### src/rtl/usb2_ts_packer_if.sv
// TS byte stream in, EP3 endpoint-buffer write/commit port out.
// The master side is the packer and the slave side is the source/endpoint environment.
interface usb2_ts_packer_if;
  logic [7:0]  ts_data;
  logic        ts_valid;
  logic        ts_start;
  logic        buf_in_ready;
  logic        buf_in_commit_ack;
  logic [10:0] buf_in_addr;
  logic [7:0]  buf_in_data;
  logic        buf_in_wren;
  logic        buf_in_commit;
  logic [10:0] buf_in_commit_len;
  logic [15:0] drop_cnt;
  logic        sync_err;

  modport master (
    input  ts_data, ts_valid, ts_start, buf_in_ready, buf_in_commit_ack,
    output buf_in_addr, buf_in_data, buf_in_wren, buf_in_commit,
           buf_in_commit_len, drop_cnt, sync_err
  );

  modport slave (
    output ts_data, ts_valid, ts_start, buf_in_ready, buf_in_commit_ack,
    input  buf_in_addr, buf_in_data, buf_in_wren, buf_in_commit,
           buf_in_commit_len, drop_cnt, sync_err
  );
endinterface

### src/rtl/usb2_ts_packer.sv
// Packs 188-byte TS packets into EP3 isochronous IN buffers.
// A transfer is committed on a full buffer or after an idle timeout.
module usb2_ts_packer #(
  parameter int unsigned PKTS_PER_XFER = 5,
  parameter logic [15:0] FLUSH_TIMEOUT = 16'd8000
) (
  input logic            ext_clk,
  input logic            reset,
  usb2_ts_packer_if.master bus
);
  localparam int unsigned CW = $clog2(PKTS_PER_XFER + 1);
  localparam logic [CW-1:0] PKTS_MAX = CW'(PKTS_PER_XFER);

  typedef enum logic [1:0] {ST_IDLE, ST_FILL, ST_COMMIT, ST_ACKLO} state_e;

  state_e      state_q, state_d;
  logic [10:0] base_q, base_d;
  logic [7:0]  idx_q, idx_d;
  logic [CW-1:0] cnt_q, cnt_d;
  logic [15:0] timer_q, timer_d;
  logic [10:0] addr_q, addr_d;
  logic [7:0]  data_q, data_d;
  logic        wren_q, wren_d;
  logic        commit_q, commit_d;
  logic [10:0] len_q, len_d;
  logic [15:0] drop_q, drop_d;
  logic        sync_err_q, sync_err_d;

  logic        pkt_open;
  logic        is_start;
  logic        go_commit;
  logic [1:0]  drops;
  logic [16:0] drop_sum;

  always_comb begin
    state_d    = state_q;
    base_d     = base_q;
    idx_d      = idx_q;
    cnt_d      = cnt_q;
    timer_d    = timer_q;
    addr_d     = addr_q;
    data_d     = data_q;
    wren_d     = 1'b0;
    commit_d   = commit_q;
    len_d      = len_q;
    sync_err_d = 1'b0;
    drops      = '0;

    // A packet is open exactly while byte_idx is non-zero.
    pkt_open  = (idx_q != '0);
    is_start  = bus.ts_valid & bus.ts_start;
    go_commit = (state_q == ST_FILL) &&
                ((cnt_q == PKTS_MAX) || ((cnt_q != '0) && (timer_q >= FLUSH_TIMEOUT)));

    case (state_q)
      ST_IDLE: if (bus.buf_in_ready) state_d = ST_FILL;
      ST_FILL: begin
        if (go_commit) begin
          state_d  = ST_COMMIT;
          commit_d = 1'b1;
          len_d    = base_q;
        end else if ((cnt_q != '0) && !pkt_open) begin
          timer_d = timer_q + 16'd1;
        end
      end
      ST_COMMIT: begin
        if (bus.buf_in_commit_ack) begin
          commit_d = 1'b0;
          base_d   = '0;
          cnt_d    = '0;
          timer_d  = '0;
          state_d  = ST_ACKLO;
        end
      end
      ST_ACKLO: if (!bus.buf_in_commit_ack) state_d = ST_IDLE;
      default:  state_d = ST_IDLE;
    endcase

    // Truncation or loss of buffer readiness discards the open packet first;
    // a new start byte is then evaluated on its own merits in the same cycle.
    if (pkt_open && (is_start || !bus.buf_in_ready)) begin
      idx_d = '0;
      drops = drops + 2'd1;
    end

    if (is_start) begin
      if (bus.ts_data != 8'h47) begin
        sync_err_d = 1'b1;
      end else if ((state_q != ST_FILL) || !bus.buf_in_ready || go_commit) begin
        drops = drops + 2'd1;
      end else begin
        addr_d = base_q;
        data_d = bus.ts_data;
        wren_d = 1'b1;
        idx_d  = 8'd1;
      end
    end else if (bus.ts_valid && pkt_open && bus.buf_in_ready) begin
      addr_d = base_q + {3'b000, idx_q};
      data_d = bus.ts_data;
      wren_d = 1'b1;
      if (idx_q == 8'd187) begin
        idx_d   = '0;
        base_d  = base_q + 11'd188;
        cnt_d   = cnt_q + 1'b1;
        timer_d = '0;
      end else begin
        idx_d = idx_q + 8'd1;
      end
    end

    drop_sum = {1'b0, drop_q} + {15'd0, drops};
    drop_d   = drop_sum[16] ? '1 : drop_sum[15:0];
  end

  always_ff @(posedge ext_clk) begin
    if (reset) begin
      state_q    <= ST_IDLE;
      base_q     <= '0;
      idx_q      <= '0;
      cnt_q      <= '0;
      timer_q    <= '0;
      addr_q     <= '0;
      data_q     <= '0;
      wren_q     <= 1'b0;
      commit_q   <= 1'b0;
      len_q      <= '0;
      drop_q     <= '0;
      sync_err_q <= 1'b0;
    end else begin
      state_q    <= state_d;
      base_q     <= base_d;
      idx_q      <= idx_d;
      cnt_q      <= cnt_d;
      timer_q    <= timer_d;
      addr_q     <= addr_d;
      data_q     <= data_d;
      wren_q     <= wren_d;
      commit_q   <= commit_d;
      len_q      <= len_d;
      drop_q     <= drop_d;
      sync_err_q <= sync_err_d;
    end
  end

  assign bus.buf_in_addr       = addr_q;
  assign bus.buf_in_data       = data_q;
  assign bus.buf_in_wren       = wren_q;
  assign bus.buf_in_commit     = commit_q;
  assign bus.buf_in_commit_len = len_q;
  assign bus.drop_cnt          = drop_q;
  assign bus.sync_err          = sync_err_q;
endmodule

### src/flat_wrapper.sv
// flat-port wrapper written by rule: the top's interface ports become plain ports
module usb2_ts_packer_flat 
#(
  parameter int unsigned PKTS_PER_XFER = 5,
  parameter logic [15:0] FLUSH_TIMEOUT = 16'd8000
)
  (ext_clk, reset, bus_ts_data, bus_ts_valid, bus_ts_start, bus_buf_in_ready, bus_buf_in_commit_ack, bus_buf_in_addr, bus_buf_in_data, bus_buf_in_wren, bus_buf_in_commit, bus_buf_in_commit_len, bus_drop_cnt, bus_sync_err);
  usb2_ts_packer_if bus_i ();
  input logic ext_clk;
  input logic reset;
  input wire logic [$bits(bus_i.ts_data)-1:0] bus_ts_data;
  input wire logic [$bits(bus_i.ts_valid)-1:0] bus_ts_valid;
  input wire logic [$bits(bus_i.ts_start)-1:0] bus_ts_start;
  input wire logic [$bits(bus_i.buf_in_ready)-1:0] bus_buf_in_ready;
  input wire logic [$bits(bus_i.buf_in_commit_ack)-1:0] bus_buf_in_commit_ack;
  output wire logic [$bits(bus_i.buf_in_addr)-1:0] bus_buf_in_addr;
  output wire logic [$bits(bus_i.buf_in_data)-1:0] bus_buf_in_data;
  output wire logic [$bits(bus_i.buf_in_wren)-1:0] bus_buf_in_wren;
  output wire logic [$bits(bus_i.buf_in_commit)-1:0] bus_buf_in_commit;
  output wire logic [$bits(bus_i.buf_in_commit_len)-1:0] bus_buf_in_commit_len;
  output wire logic [$bits(bus_i.drop_cnt)-1:0] bus_drop_cnt;
  output wire logic [$bits(bus_i.sync_err)-1:0] bus_sync_err;
  assign bus_i.ts_data = bus_ts_data;
  assign bus_i.ts_valid = bus_ts_valid;
  assign bus_i.ts_start = bus_ts_start;
  assign bus_i.buf_in_ready = bus_buf_in_ready;
  assign bus_i.buf_in_commit_ack = bus_buf_in_commit_ack;
  assign bus_buf_in_addr = bus_i.buf_in_addr;
  assign bus_buf_in_data = bus_i.buf_in_data;
  assign bus_buf_in_wren = bus_i.buf_in_wren;
  assign bus_buf_in_commit = bus_i.buf_in_commit;
  assign bus_buf_in_commit_len = bus_i.buf_in_commit_len;
  assign bus_drop_cnt = bus_i.drop_cnt;
  assign bus_sync_err = bus_i.sync_err;
  usb2_ts_packer #(.PKTS_PER_XFER(PKTS_PER_XFER), .FLUSH_TIMEOUT(FLUSH_TIMEOUT)) u_core (.ext_clk(ext_clk), .reset(reset), .bus(bus_i));
endmodule
### config.mk
export PLATFORM = sky130hd
export DESIGN_NAME = usb2_ts_packer_flat
export DESIGN_NICKNAME = d
export VERILOG_FILES = /design/src/rtl/usb2_ts_packer_if.sv /design/src/rtl/usb2_ts_packer.sv /design/src/flat_wrapper.sv
export SDC_FILE = /design/constraint.sdc
export NUM_CORES = 1
export LEC_CHECK = 0
export ABC_AREA = 1
export BUFFER_PORTS_ARGS = -buffer_cell sky130_fd_sc_hd__buf_2
export CORE_ASPECT_RATIO = 1.4
export CORE_MARGIN = 2
export CORE_UTILIZATION = 63
export DETAILED_ROUTE_END_ITERATION = 16
export GPL_TIMING_DRIVEN = 1
export PLACE_DENSITY = 0.86
export SLEW_MARGIN = 20
export SYNTH_ARGS = -nofsm -noshare
export SYNTH_HDL_FRONTEND = slang
export SYNTH_SLANG_ARGS = --single-unit
export TNS_END_PERCENT = 1
### constraint.sdc
create_clock -name ext_clk -period 6.25 [get_ports ext_clk]
set_input_delay 1.25 -clock ext_clk [delete_from_list [all_inputs] [get_ports ext_clk]]
set_output_delay 1.25 -clock ext_clk [all_outputs]
set_load 0.05 [all_outputs]
-- Word level (Yosys, flattened, before mapping)
Index checks and enable logic that the tools add are counted.
Widths: inputs -> output; s select.
- magnitude comparators: 1
- add/subtract/negate cells: 7
- equal/unequal tests: 13
- bitwise operators: 2
- muxes and demuxes: 49
- reduce and logical (&&, ||, !) cells: 22
- operators by type and width (operator ; count):
    $mux 16 ; 7
    $mux 11 ; 9
    $mux 8 ; 10
    $pmux 16 s2 ; 1
    $add 16x2->17 ; 1
    $add 16x1->16 const B ; 1
    $ge 16x13->1 const B ; 1
    $mux 3 ; 5
    $mux 2 ; 7
    $add 11x8->11 ; 1
    $add 11x8->11 const B ; 1
    $ne 2x2->1 const B ; 5
    $add 8x1->8 const B ; 1
    $eq 8x8->1 const B ; 1
    $mux 1 ; 8
    $ne 8x7->1 const B ; 1
    $pmux 2 s4 ; 1
    $reduce_bool 8->1 ; 1
    $logic_and 1x1->1 ; 6
    $reduce_and 3->1 ; 2
    $eq 2x2->1 const B ; 2
    $logic_or 1x1->1 ; 4
    $ne 2x1->1 const B ; 2
    $reduce_and 4->1 ; 1
    other kinds (13) ; 15
- register bits: 89
- output and inout port bits: 49
- bits of input ports: 14
- word-level logic and storage cells: 106

-- Logic depth before layout (Yosys ltp)
Gate-level depths: netlist of run 1.
- word-level depth: 10
- mapped depth: 25
- mapped depth without buffers: 23

-- Worst setup path before layout of run 1
No wires, ideal clock.
- path kind: input port to flip-flop
- from: input bus_ts_valid
- to: register u_core.drop_q[14], in the netlist u_core.bus.drop_cnt[14]
- setup time: 57 ps
- setup slack: 2345 ps
- arrival: 3848 ps
- stages: 19
- buffers on the path: 2
- required time: 6193 ps
- path through: nand2_1 > inv_1 > clkbuf_1 > o21ai_2 > inv_1 > ha_1 > nand2_1 > o21ai_0 > ha_1 > inv_1 > fa_1 > inv_1 > nand3_1 > nor2_1 > nand3_1 > clkbuf_1 > nand3_1 > nand2_1 > inv_1
- longest elaborated chain between the ends: 10
- RTL lines (item ; line ; RTL):
    from (decl) ; flat_wrapper.sv:12 ; input wire logic [$bits(bus_i.ts_valid)-1:0] bus_ts_valid;
    $and 1x1->1 * ; usb2_ts_packer.sv:51 ; is_start = bus.ts_valid & bus.ts_start;
    $logic_or 1x1->1 ; usb2_ts_packer.sv:81 ; if (pkt_open && (is_start || !bus.buf_in_ready)) begin
    $logic_and 1x1->1 ; usb2_ts_packer.sv:81 ;
    $mux 1 ; usb2_ts_packer.sv:81 ;
    $add 1x1->2 ; usb2_ts_packer.sv:90 ; drops = drops + 2'd1;
    $mux 2 ; usb2_ts_packer.sv:89 ; end else if ((state_q != ST_FILL) || !bus.buf_in_ready || go_commit) begin
    $mux 2 ; usb2_ts_packer.sv:87 ; if (bus.ts_data != 8'h47) begin
    $mux 2 * ; usb2_ts_packer.sv:86 ; if (is_start) begin
    $add 16x2->17 * ; usb2_ts_packer.sv:111 ; drop_sum = {1'b0, drop_q} + {15'd0, drops};
    $mux 16 * ; usb2_ts_packer.sv:112 ; drop_d = drop_sum[16] ? '1 : drop_sum[15:0];
    to (signal assigned) ; usb2_ts_packer.sv:140 ; drop_q <= drop_d;
    to (decl) ; usb2_ts_packer.sv:26 ; logic [15:0] drop_q, drop_d;
Every way passes the cells marked *; elsewhere a longest branch is shown, timed or not.
A chain may end at the register's enable or synchronous reset.

-- Worst setup path after layout of run 1
- from: input bus_ts_valid
- to: register u_core.drop_q[9], in the netlist u_core.bus.drop_cnt[9]
The elaborated chain is that of the path after synthesis.

==> results of run 1 <==
==> worst max-delay path, stage by stage <==
cell and delay [ns]:
sky130_fd_sc_hd__buf_2 0.12, sky130_fd_sc_hd__nand2_1 0.37, sky130_fd_sc_hd__inv_1 0.30, sky130_fd_sc_hd__o21ai_2 0.42
sky130_fd_sc_hd__inv_1 0.10, sky130_fd_sc_hd__ha_1 0.29, sky130_fd_sc_hd__nand2_1 0.04, sky130_fd_sc_hd__o21ai_0 0.08
sky130_fd_sc_hd__ha_1 0.19, sky130_fd_sc_hd__inv_1 0.05, sky130_fd_sc_hd__fa_1 0.39, sky130_fd_sc_hd__inv_1 0.11
sky130_fd_sc_hd__nand3_1 0.15, sky130_fd_sc_hd__nor2_1 0.18, sky130_fd_sc_hd__nand3_1 0.37, sky130_fd_sc_hd__inv_1 0.23
sky130_fd_sc_hd__o21ai_0 0.12, sky130_fd_sc_hd__inv_1 0.07
==> registers in the layout, summed over array words and instances, names as in the netlist, 2 cells and up <==
name and cells:
u_core.bus.buf_in_data 8, u_core.bus.buf_in_addr 11, u_core.timer_q 16, u_core.state_q 2
u_core.idx_q 8, u_core.bus.buf_in_commit_len 11, u_core.bus.drop_cnt 16, u_core.base_q 11
u_core.cnt_q 3
==> cells by family (layout without fill, tap and decap cells) <==
kind of cell / after synthesis / after routing / share of synthesized area (%)
flip-flops: 89 / 89 / 35.7
adder cells (fa/ha/maj): 26 / 26 / 6.83
XOR/XNOR: 12 / 12 / 2.11
AND/OR/NAND/NOR: 356 / 356 / 31.7
AO/OA/AOI/OAI: 118 / 118 / 12.9
buffers and inverters: 133 / 190 / 10.8
==> path summary, 6_finish.rpt <==
kind | slack, ns | depth (start not counted) | end
worst max-delay path | 1.74 | 18 | u_core.bus.drop_cnt[9]
worst min register to register | 0.45 | 2 | u_core.bus.buf_in_commit_len[4]
worst max register to register | 2.50 | 21 | u_core.bus.drop_cnt[9]
worst min-delay path | 0.45 | 2 | u_core.bus.buf_in_commit_len[4]
==> synth_stat cells (2+ instances only) <==
cell type	count
sky130_fd_sc_hd__nand2_1	176
sky130_fd_sc_hd__inv_1	106
sky130_fd_sc_hd__dfxtp_1	89
sky130_fd_sc_hd__nor2_1	74
sky130_fd_sc_hd__a21oi_1	62
sky130_fd_sc_hd__nand3_1	60
sky130_fd_sc_hd__o21ai_0	39
sky130_fd_sc_hd__ha_1	24
sky130_fd_sc_hd__clkbuf_1	12
sky130_fd_sc_hd__xor2_1	12
sky130_fd_sc_hd__nor3_1	11
sky130_fd_sc_hd__nand4_1	10
sky130_fd_sc_hd__buf_4	5
sky130_fd_sc_hd__nand3b_1	4
sky130_fd_sc_hd__nor3_2	4
sky130_fd_sc_hd__buf_2	3
sky130_fd_sc_hd__inv_2	3
sky130_fd_sc_hd__nand2_2	3
sky130_fd_sc_hd__a31oi_1	2
sky130_fd_sc_hd__and3_1	2
sky130_fd_sc_hd__buf_6	2
sky130_fd_sc_hd__fa_1	2
sky130_fd_sc_hd__nand2_4	2
sky130_fd_sc_hd__nand3_2	2
sky130_fd_sc_hd__o21ai_2	2
sky130_fd_sc_hd__o22ai_1	2
sky130_fd_sc_hd__or2_2	2
==> through the flow <==
| step | setup slack [ns] | cell area (um^2) | hold WS (ns) | utilization, % |
|---|---|---|---|---|
| after CTS | 1.80 | 5530 | 0.450 | 71.8 |
| after global placement | 1.64 | 5310 | 0.430 | 68.9 |
| after global routing | 1.41 | 5530 | 0.470 | 71.8 |
| final | 1.74 | 5530 | 0.446 | 71.8 |
| after floorplan | 2.35 | 4980 | 0.435 | - |
| after detailed placement | 1.40 | 5310 | 0.436 | 68.9 |
==> where the power goes <==
| part | leakage (nW) | switching, W | total (W) | internal, W |
|---|---|---|---|---|
| registers | 0.717 | 0.00000648 | 0.000580 | 0.000573 |
| clock network | 0.0991 | 0.000215 | 0.000442 | 0.000227 |
| logic | 1.76 | 0.000117 | 0.000160 | 0.0000434 |
==> final cells by class <==
class / instances / area share (%)
Clock buffer: 10 / 2.31
Timing Repair Buffer: 63 / 5.75
Multi-Input combinational cell: 512 / 48.2
Clock inverter: 6 / 1.65
Tap cell: 100 / 2.26
Sequential cell: 89 / 32.2
Inverter: 111 / 7.58
==> layer usage <==
layer  share of wire (%)  vias to the layer above
met5                   0                        -
met4                 3.6                        0
met3                 4.7                       39
met2                  51                      142
met1                  41                     2257
li1                    -                     2445
==> impl_results.md, run 1 <==
* Status: finished clean
* Port Buffer Count at 62
* CP required at ~6.6 ns
* Fillcell total at slightly below 700
* Global route overflow at 0
* Total negative setup slack at 0 ns
* Number of global-route vias before repair at 4654
* Type of destination of the critical path: register
* Wire length of the first global-routing pass at roughly 20000 um
* Number of antenna repair diodes at 0
* Async set-reset flop share out of synthesis at 0%
* Clock latency on the worst-skew pair at 0.38 ns
* Most used cells in the layout excluding fill and tap cells: 176 x sky130_fd_sc_hd__nand2_1, 106 x sky130_fd_sc_hd__inv_1, 89 x sky130_fd_sc_hd__dfxtp_1
* Startpoint types: input pin
* Cell row count at 38
* Number of non-filler instances in the completed layout at 891
* Post-Synthesis Cell Area at between 4000 and 5000 um^2
* Height of the die at roughly 110 um
* Die W at 79.2 um
* Routed vias/inst at around 5.5
* Hold buffer count at CTS at 0
* Aggregate global-route resource usage at 29.7%
* Detailed router's first-iteration violation count at between 200 and 300
* Number of enable-type register cells in the synthesized netlist at 0
* Startpoint of the most critical setup path: bus_ts_valid
* Routed wirelength normalized by instance count at around 14 um
* I/O pin total at 63
* Number of nets in the finished design at about 830
* Inserted Clock Buffers at 9
* Met1 track demand over resource in global routing at 33.8%
* Final worst path period share at 72.2%
* Clock tree from TritonCTS: done
* Overall die area at a little under 9000 um^2
* Primary FF master, synth: sky130_fd_sc_hd__dfxtp_1
* Most heavily used metal layer in global routing: met2
* Number of library cell types mapped by synthesis at 46
* Worst ir drop on vdd at ~0.00021 V
* Global placement routability congestion at a little under 1
* Fraction of final layout cells sized beyond drive strength 1 at roughly an eighth
* Mean post-synth cell area at between 6 and 7 um^2
* Register area share after synthesis at between 30% and 40%
* Most area-hungry cell type in the Yosys netlist: sky130_fd_sc_hd__dfxtp_1
* Lkg Pwr at between 2 and 3 nW
* Synthesis-stage register bit count at 89
* Transition at the pin with the smallest max-transition slack at approximately 0.64 ns
* DP Cell Count at 875
* Setup skew after layout at approximately 0.008 ns
* # resized after CTS at 0
* Initial standard-cell utilization of the core at between 60% and 70%
* Unrepaired setup endpoints after global routing: no
* Power density normalized to cell area at 214 nW/um^2
* Area of the multi-input gates at ~2700 um^2
* Area delta synth->final at 10.9%
* Final wirelength at ~12000 um
* Slew Viols, Final at 0
* Signal arrival time at the worst endpoint at between 4 and 5 ns
* R2R Path Start: u_core.cnt_q[1]
* Max Root-Sink Buffers at 2
* Detailed placer's ending HPWL at about 9100 um
* Number of nets in the synthesized netlist at roughly 770
* CTS root buffer: sky130_fd_sc_hd__clkbuf_8
* Met2 Usage GRT at a little over half
* Initial antenna violation count at 0
* Final min period at around 4.5 ns
* Reg clk slew, reported paths at 0.09 ns
* Total area of sequential cells at about 1800 um^2
* Met3 track demand over resource in global routing at 5.30%
* CTS sink count at 89
* Total number of vias at 4883
* Leading cell type in the layout, fill and taps excluded: sky130_fd_sc_hd__nand2_1
* Yosys warning total at 0
* Share of Yosys cell area claimed by the top area cell type at roughly 36%
* Synth top area cells: sky130_fd_sc_hd__dfxtp_1 36%, sky130_fd_sc_hd__nand2_1 13%, sky130_fd_sc_hd__inv_1 8.0%, sky130_fd_sc_hd__a21oi_1 6.2%, sky130_fd_sc_hd__ha_1 6.0%
* Worst Hold Launch: u_core.bus.buf_in_commit_len[4]
* Max Fanout on Critical Path at 15
* Total power at approximately 0.0012 W
* First drt pass iteration count at 5
* Path category of the worst min-delay check: reg2reg
* Setup-violating endpoint count in the final report at 0
* Final Hold Viols at 0
* Startpoint-to-endpoint class of the critical path: in2reg
* Number of DRC violations after detailed routing at 0
* Instance count of the mapped netlist at 734
* Core Area at 7700 um^2
* Slew HR at around 57%
* Count of maximum capacitance violations at 0
* Post-CTS repair timing setup buffer count at 0
* Level count of the clock H-tree at 3
* Maximum clock rate at roughly 220 MHz
* Residual antenna-violating net count after detailed routing at 0
* Maximum number of pins on one net before global-route repair at 30
No activity file was read; power rests on OpenSTA's default activity.
==> run 2, diff against run 1 <==
--- a/config.mk
+++ b/config.mk
@@ -9,10 +9,10 @@
 export BUFFER_PORTS_ARGS = -buffer_cell sky130_fd_sc_hd__buf_2
 export CORE_ASPECT_RATIO = 1.4
 export CORE_MARGIN = 2
-export CORE_UTILIZATION = 63
+export CORE_UTILIZATION = 58
 export DETAILED_ROUTE_END_ITERATION = 16
 export GPL_TIMING_DRIVEN = 1
-export PLACE_DENSITY = 0.86
+export PLACE_DENSITY = 0.8
 export SLEW_MARGIN = 20
 export SYNTH_ARGS = -nofsm -noshare
 export SYNTH_HDL_FRONTEND = slang
==> constraint.sdc (replaced) <==
create_clock -name ext_clk -period 4.7 [get_ports ext_clk]
set_input_delay 0.94 -clock ext_clk [delete_from_list [all_inputs] [get_ports ext_clk]]
set_output_delay 0.94 -clock ext_clk [all_outputs]
set_load 0.05 [all_outputs]
==> impl_results.md, run 2 (same netlist as run 1, synthesis figures left out) <==
* Status: finished clean
* Signal arrival time at the worst endpoint at 4.08 ns (-0.76 ns)
* Slew Viols, Final at 0 (unchanged)
* Slew HR at 58.2% (+1.2 points)
* R2R setup slack at 1.09 ns (-1.41 ns)
* Area delta synth->final at 13.0%
* Number of DRC violations after detailed routing at 0 (unchanged)
* Initial standard-cell utilization of the core at 58.9% (-5.8 points)
* Post-CTS repair timing setup buffer count at 0 (unchanged)
* Number of global-route vias before repair at 4614 (-0.86%)
* Reg clk slew, reported paths at 0.07 ns (-0.02 ns)
* Clock latency on the worst-skew pair at 0.35 ns (-0.03 ns)
* Number of antenna repair diodes at 0 (unchanged)
* Count of maximum capacitance violations at 0 (unchanged)
* Residual antenna-violating net count after detailed routing at 0 (unchanged)
* Most frequent cell on the critical path: sky130_fd_sc_hd__inv_1
* Path category of the worst min-delay check: reg2reg
* Part of the total power dissipated in sequential elements at 44.6% (-4.5 points)
* Hold buffer count at CTS at 0 (unchanged)
* Transition at the pin with the smallest max-transition slack at 0.626 ns (-0.0181 ns)
* Worst slack after detailed placement at 0.590 ns (-0.815 ns)
* Detailed placer's ending HPWL at 8800 um (-3.7%)
* Cell row count at 40 (+5.3%)
* Max stage delay cell, worst path: sky130_fd_sc_hd__fa_1
* Final min period at 3.79 ns
* Total routed wire length on the met1 layer at 4960 um (-1.1%)
* # resized after CTS at 0 (unchanged)
* Ordered cell list for the critical path: buf_2 -> nand2_1 -> inv_1 -> o21ai_2 -> inv_1 -> ha_1 -> nand2_1 -> o21ai_0 -> ha_1 -> inv_1 -> fa_1 -> inv_1 -> nand3_1 -> nor2_1 -> nand3_1 -> inv_1 -> o21ai_0 -> inv_1
* Max Fanout on Critical Path at 12 (-3)
* Post-route setup slack at 0.913 ns (-0.822 ns)
* Total number of vias at 4909 (+0.53%)
* Lkg Pwr at 2.63 nW (+2.2%)
* Clock power frac at 42.9% (+5.5 points)
* Internal power at 0.00124 W (+47%)
* Crit-path leading delay family: adder cells
* Level count of the clock H-tree at 3 (unchanged)
* Startpoint-to-endpoint class of the critical path: in2reg
* Core Area at 8460 um^2 (+9.8%)
* Overall die area at 9360 um^2 (+8.2%)
* Total length of routed met3 wires at 557 um (-3.6%)
* Leading cell type in the layout, fill and taps excluded: sky130_fd_sc_hd__nand2_1
* Initial antenna violation count at 0 (unchanged)
* Comb power frac at 12.5% (-1.1 points)
* Maximum clock rate at 264 MHz
* Uppermost signal routing layer after detailed routing: met4
* Buffering stage count on the worst path with inverters included at 7 (unchanged)
* Worst ir drop on vdd at 0.000223 V (+7.5%)
* Final worst path period share at roughly 80%
* Setup-violating endpoint count in the final report at 0 (unchanged)
* Final wirelength at 12100 um (-1.9%)
* Die W at 82.4 um (+4.0%)
* CTS sink count at 89 (unchanged)
* Power density normalized to cell area at 307 nW/um^2 (+44%)
* Global placement routability congestion at 0.947 (-2.4%)
* Final Hold Viols at 0 (unchanged)
* Setup skew after layout at 0.00720 ns (-0.000912 ns)
* Number of nets in the finished design at 828 (+0.24%)
* Sum of met2 wire segment lengths after detailed routing at 6080 um (-3.4%)
* Global route overflow at 0 (unchanged)
* Wire length of the first global-routing pass at 20200 um (-0.88%)
* Total negative setup slack at 0 ns (unchanged)
* Fraction of final layout cells sized beyond drive strength 1 at 13.4% (+0.35 points)
* Switching power of the nets at 0.000491 W (+45%)
* Share of the core filled with cells at 66.6% (-5.2 points)
* Inserted Clock Buffers at 9 (unchanged)
* CP required at 5.00 ns (-1.57 ns)
* Port Buffer Count at 62 (unchanged)
* Total power at 0.00173 W (+46%)
* Most used cells in the layout excluding fill and tap cells: 176 x sky130_fd_sc_hd__nand2_1, 106 x sky130_fd_sc_hd__inv_1, 89 x sky130_fd_sc_hd__dfxtp_1
* Routed vias/inst at 5.47 (-0.25%)
* Aggregate global-route resource usage at 27.7% (-2.0 points)
* Maximum number of pins on one net before global-route repair at 29 (-3.3%)
* Height of the die at 114 um (+4.1%)
* Routed wirelength normalized by instance count at 13.5 um (-2.7%)
* Detailed router's first-iteration violation count at 235 (-20%)
* Unrepaired setup endpoints after global routing: no
* Stage delay of the slowest cell on the critical path at 0.40 ns (-0.02 ns)
* Clock tree from TritonCTS: done
* First drt pass iteration count at 5 (unchanged)
* Share of total power consumed by net switching at 28.4% (-0.23 points)
* Type of destination of the critical path: register
* Startpoint types: input pin
* CTS root buffer: sky130_fd_sc_hd__clkbuf_16
* I/O pin total at 63 (unchanged)
* Max Root-Sink Buffers at 2 (unchanged)
run 2: changes by cell type in the layout (fill, tap and decap cells not counted), sizes merged:
cell,before,now
inv,111,112
bufinv,2,1
clkbuf,10,9
clkinv,1,4
buf,63,65
clkinvlp,3,1
run 2: metal layers:
metal	vias to the layer above	GRT usage, %
met3	38	6.17
met1	2264	31.7
met2	146	47.1
li1	2461	-
met5	-	0
met4	0	14.1
run 2: worst paths after layout:
check,end,cells after the start,from
worst max register to register,u_core.bus.drop_cnt[9],20,u_core.idx_q[1]
worst max-delay path,u_core.bus.drop_cnt[9],18,bus_ts_valid
worst min register to register,u_core.bus.buf_in_commit_len[1],2,u_core.bus.buf_in_commit_len[1]
worst min-delay path,u_core.bus.buf_in_commit_len[1],2,u_core.bus.buf_in_commit_len[1]
run 2: cell type report:
type,instances,area (um^2)
timing repair buffer,65,333
fill,792,2830
clock inverter,7,77.6
multi-input combinational,512,2660
clock buffer,9,225
tap,105,131
inverter,111,419
sequential,89,1780
run 2: power by group through the flow:
| stage | combinational [W] | sequential (W) | clock, W |
|---|---|---|---|
| 6_report | 0.000216 | 0.000771 | 0.000743 |
| 5_1_grt | 0.000241 | 0.000772 | 0.000772 |
| 4_1_cts | 0.000211 | 0.000771 | 0.000752 |
| 3_5_place_dp | 0.000208 | 0.000788 | 0 |
| 3_3_place_gp | 0.000202 | 0.000787 | 0 |
| 2_1_floorplan | 0.000163 | 0.000788 | 0 |
run 2: stage by stage:
step | area [um^2] | hold slack, ns | std cells
after detailed placement | 5330 | 0.431 | 882
after global placement | 5330 | 0.427 | 882
final | 5630 | 0.439 | 898
after floorplan | 4980 | 0.435 | 734
after CTS | 5630 | 0.442 | 898
after global routing | 5630 | 0.467 | 898
run 2: worst min-delay path, delay by kind of cell (launching register included):
kind,cells,cell delay [ns]
compound gates,1,0.05
buf+inv,1,0.04
flops,1,0.31
==> run 3, diff against run 2 <==
==> constraint.sdc (replaced) <==
create_clock -name ext_clk -period 3.7 [get_ports ext_clk]
set_input_delay 0.74 -clock ext_clk [delete_from_list [all_inputs] [get_ports ext_clk]]
set_output_delay 0.74 -clock ext_clk [all_outputs]
set_load 0.05 [all_outputs]
==> impl_results.md, run 3 (same netlist as run 1, synthesis figures left out) <==
* Cell row count at 40 (unchanged)
* Area delta synth->final at 13.0% (about the same)
* Setup-violating endpoint count in the final report at 0 (unchanged)
* Global route overflow at 0 (unchanged)
* Final worst path period share at between 80% and 90%
* Path category of the worst min-delay check: reg2reg
* Routed vias/inst at 5.47 (+0.12%)
* Total negative setup slack at 0 ns (unchanged)
* Share of the core filled with cells at 66.6% (about the same)
* Status: finished clean
* Fraction of final layout cells sized beyond drive strength 1 at 13.6% (+0.22 points)
* Clock latency on the worst-skew pair at 0.34 ns (about the same)
* Maximum clock rate at a little over 300 MHz
* Detailed placer's ending HPWL at 8970 um (+2.0%)
* Routed wirelength normalized by instance count at 13.3 um (-1.0%)
* Number of antenna repair diodes at 0 (unchanged)
* Max Fanout on Critical Path at 12 (unchanged)
* Final min period at 3.27 ns
* Transition at the pin with the smallest max-transition slack at 0.647 ns (+0.0208 ns)
* Number of global-route vias before repair at 4667 (+1.1%)
* Most used cells in the layout excluding fill and tap cells: 176 x sky130_fd_sc_hd__nand2_1, 106 x sky130_fd_sc_hd__inv_1, 89 x sky130_fd_sc_hd__dfxtp_1
* Slew HR at 56.9% (-1.4 points)
* Startpoint-to-endpoint class of the critical path: reg2reg
* Residual antenna-violating net count after detailed routing at 0 (unchanged)
* Startpoint types: register
* Initial standard-cell utilization of the core at 58.9% (unchanged)
* Aggregate global-route resource usage at 27.2% (-0.49 points)
* CTS sink count at 89 (unchanged)
* First drt pass iteration count at 6 (+1)
* Worst ir drop on vdd at 0.000260 V (+17%)
* Setup skew after layout at 0.00561 ns (-0.00160 ns)
* Clock tree from TritonCTS: done
* Level count of the clock H-tree at 3 (unchanged)
* Core Area at 8460 um^2 (unchanged)
* CTS root buffer: sky130_fd_sc_hd__clkbuf_16
* Wire length of the first global-routing pass at 20000 um (-0.82%)
* Count of maximum capacitance violations at 0 (unchanged)
* Leading cell type in the layout, fill and taps excluded: sky130_fd_sc_hd__nand2_1
* Hold buffer count at CTS at 0 (unchanged)
* Slew Viols, Final at 0 (unchanged)
* Final wirelength at 12000 um (-0.83%)
* Overall die area at 9360 um^2 (unchanged)
* Port Buffer Count at 62 (unchanged)
* Max Root-Sink Buffers at 2 (unchanged)
* Initial antenna violation count at 0 (unchanged)
* Maximum number of pins on one net before global-route repair at 29 (unchanged)
* Detailed router's first-iteration violation count at 263 (+12%)
* Total number of vias at 4926 (+0.35%)
* CP required at 3.99 ns (-1.01 ns)
* Number of nets in the finished design at 830 (+0.24%)
* Final Hold Viols at 0 (unchanged)
* Lkg Pwr at 2.62 nW (-0.24%)
* Global placement routability congestion at 1.11 (+18%)
* Number of DRC violations after detailed routing at 0 (unchanged)
* Height of the die at 114 um (unchanged)
* Reg clk slew, reported paths at 0.06 ns (about the same)
* Signal arrival time at the worst endpoint at 3.56 ns (-0.52 ns)
* Number of non-filler instances in the completed layout at 900 (+0.22%)
* DP Cell Count at 884 (+0.23%)
* Unrepaired setup endpoints after global routing: no
* Power density normalized to cell area at 375 nW/um^2 (+22%)
* Inserted Clock Buffers at 9 (unchanged)
* Type of destination of the critical path: register
* I/O pin total at 63 (unchanged)
* Die W at 82.4 um (unchanged)
[run 3: changes by cell type in the layout (fill, tap and decap cells not counted), sizes merged]
cell,change
buf,+2
bufinv,-1
clkbuf,+3
clkinv,-2
clkinvlp,+2
inv,-2
[run 3: worst max-delay path, cell delays in order (launching register included)]
cell	delay, ns
sky130_fd_sc_hd__dfxtp_1	0.35
sky130_fd_sc_hd__inv_1	0.13
sky130_fd_sc_hd__ha_1	0.17
sky130_fd_sc_hd__inv_1	0.06
sky130_fd_sc_hd__nor3_4	0.17
sky130_fd_sc_hd__nand2_4	0.10
sky130_fd_sc_hd__o21ai_2	0.08
sky130_fd_sc_hd__inv_1	0.06
sky130_fd_sc_hd__ha_1	0.27
sky130_fd_sc_hd__nand2_1	0.04
sky130_fd_sc_hd__o21ai_0	0.08
sky130_fd_sc_hd__ha_1	0.19
sky130_fd_sc_hd__inv_1	0.05
sky130_fd_sc_hd__fa_1	0.39
sky130_fd_sc_hd__inv_1	0.11
sky130_fd_sc_hd__nand3_1	0.15
sky130_fd_sc_hd__nor2_1	0.22
sky130_fd_sc_hd__nand3_2	0.26
sky130_fd_sc_hd__inv_1	0.17
sky130_fd_sc_hd__o21ai_0	0.10
sky130_fd_sc_hd__inv_1	0.07
[run 3: repair_timing]
action / CTS / global route
buffers inserted: 0 / 0
resized for setup: 0 / 1
endpoints found under the setup margin: 0 / 3
hold endpoints to repair: 0 / 0
[run 3: routing by layer]
layer	wire, um	track usage (%)
met2	6020	46.5
met3	543	4.59
met5	0	0
met1	4840	30.0
met4	594	18.2
[run 3: report_power, final]
group / leakage (nW) / internal, W / switching [W]
clock: 0.131 / 0.000490 / 0.000372
combinational: 1.77 / 0.0000743 / 0.000196
sequential: 0.717 / 0.000970 / 0.0000111
total: 2.62 / 0.00153 / 0.000579
[run 3: area by class of cell]
type,instances,area [um^2]
fill,756,2830
multi-input combinational,512,2670
sequential,89,1780
inverter,111,419
timing repair buffer,67,348
clock buffer,12,256
tap,105,131
clock inverter,4,27.5
[run 3: through the flow]
stage	hold slack (ns)	setup slack (ns)	area (um^2)	total power (W)
after floorplan	0.435	0.305	4980	0.00121
after global placement	0.428	0.382	5340	0.00126
after detailed placement	0.436	0.251	5340	0.00127
after CTS	0.446	0.331	5630	0.00212
after global routing	0.468	0.0945	5630	0.00220
final	0.442	0.435	5630	0.00211
[run 3: worst paths after layout]
path / start / to / depth (start not counted) / slack, ns
setup / recovery: u_core.idx_q[1] / u_core.bus.drop_cnt[11] / 20 / 0.43
hold reg to reg: u_core.bus.buf_in_commit_len[3] / u_core.bus.buf_in_commit_len[3] / 2 / 0.44
hold / removal: u_core.bus.buf_in_commit_len[3] / u_core.bus.buf_in_commit_len[3] / 2 / 0.44
setup reg to reg: u_core.idx_q[1] / u_core.bus.drop_cnt[11] / 20 / 0.43
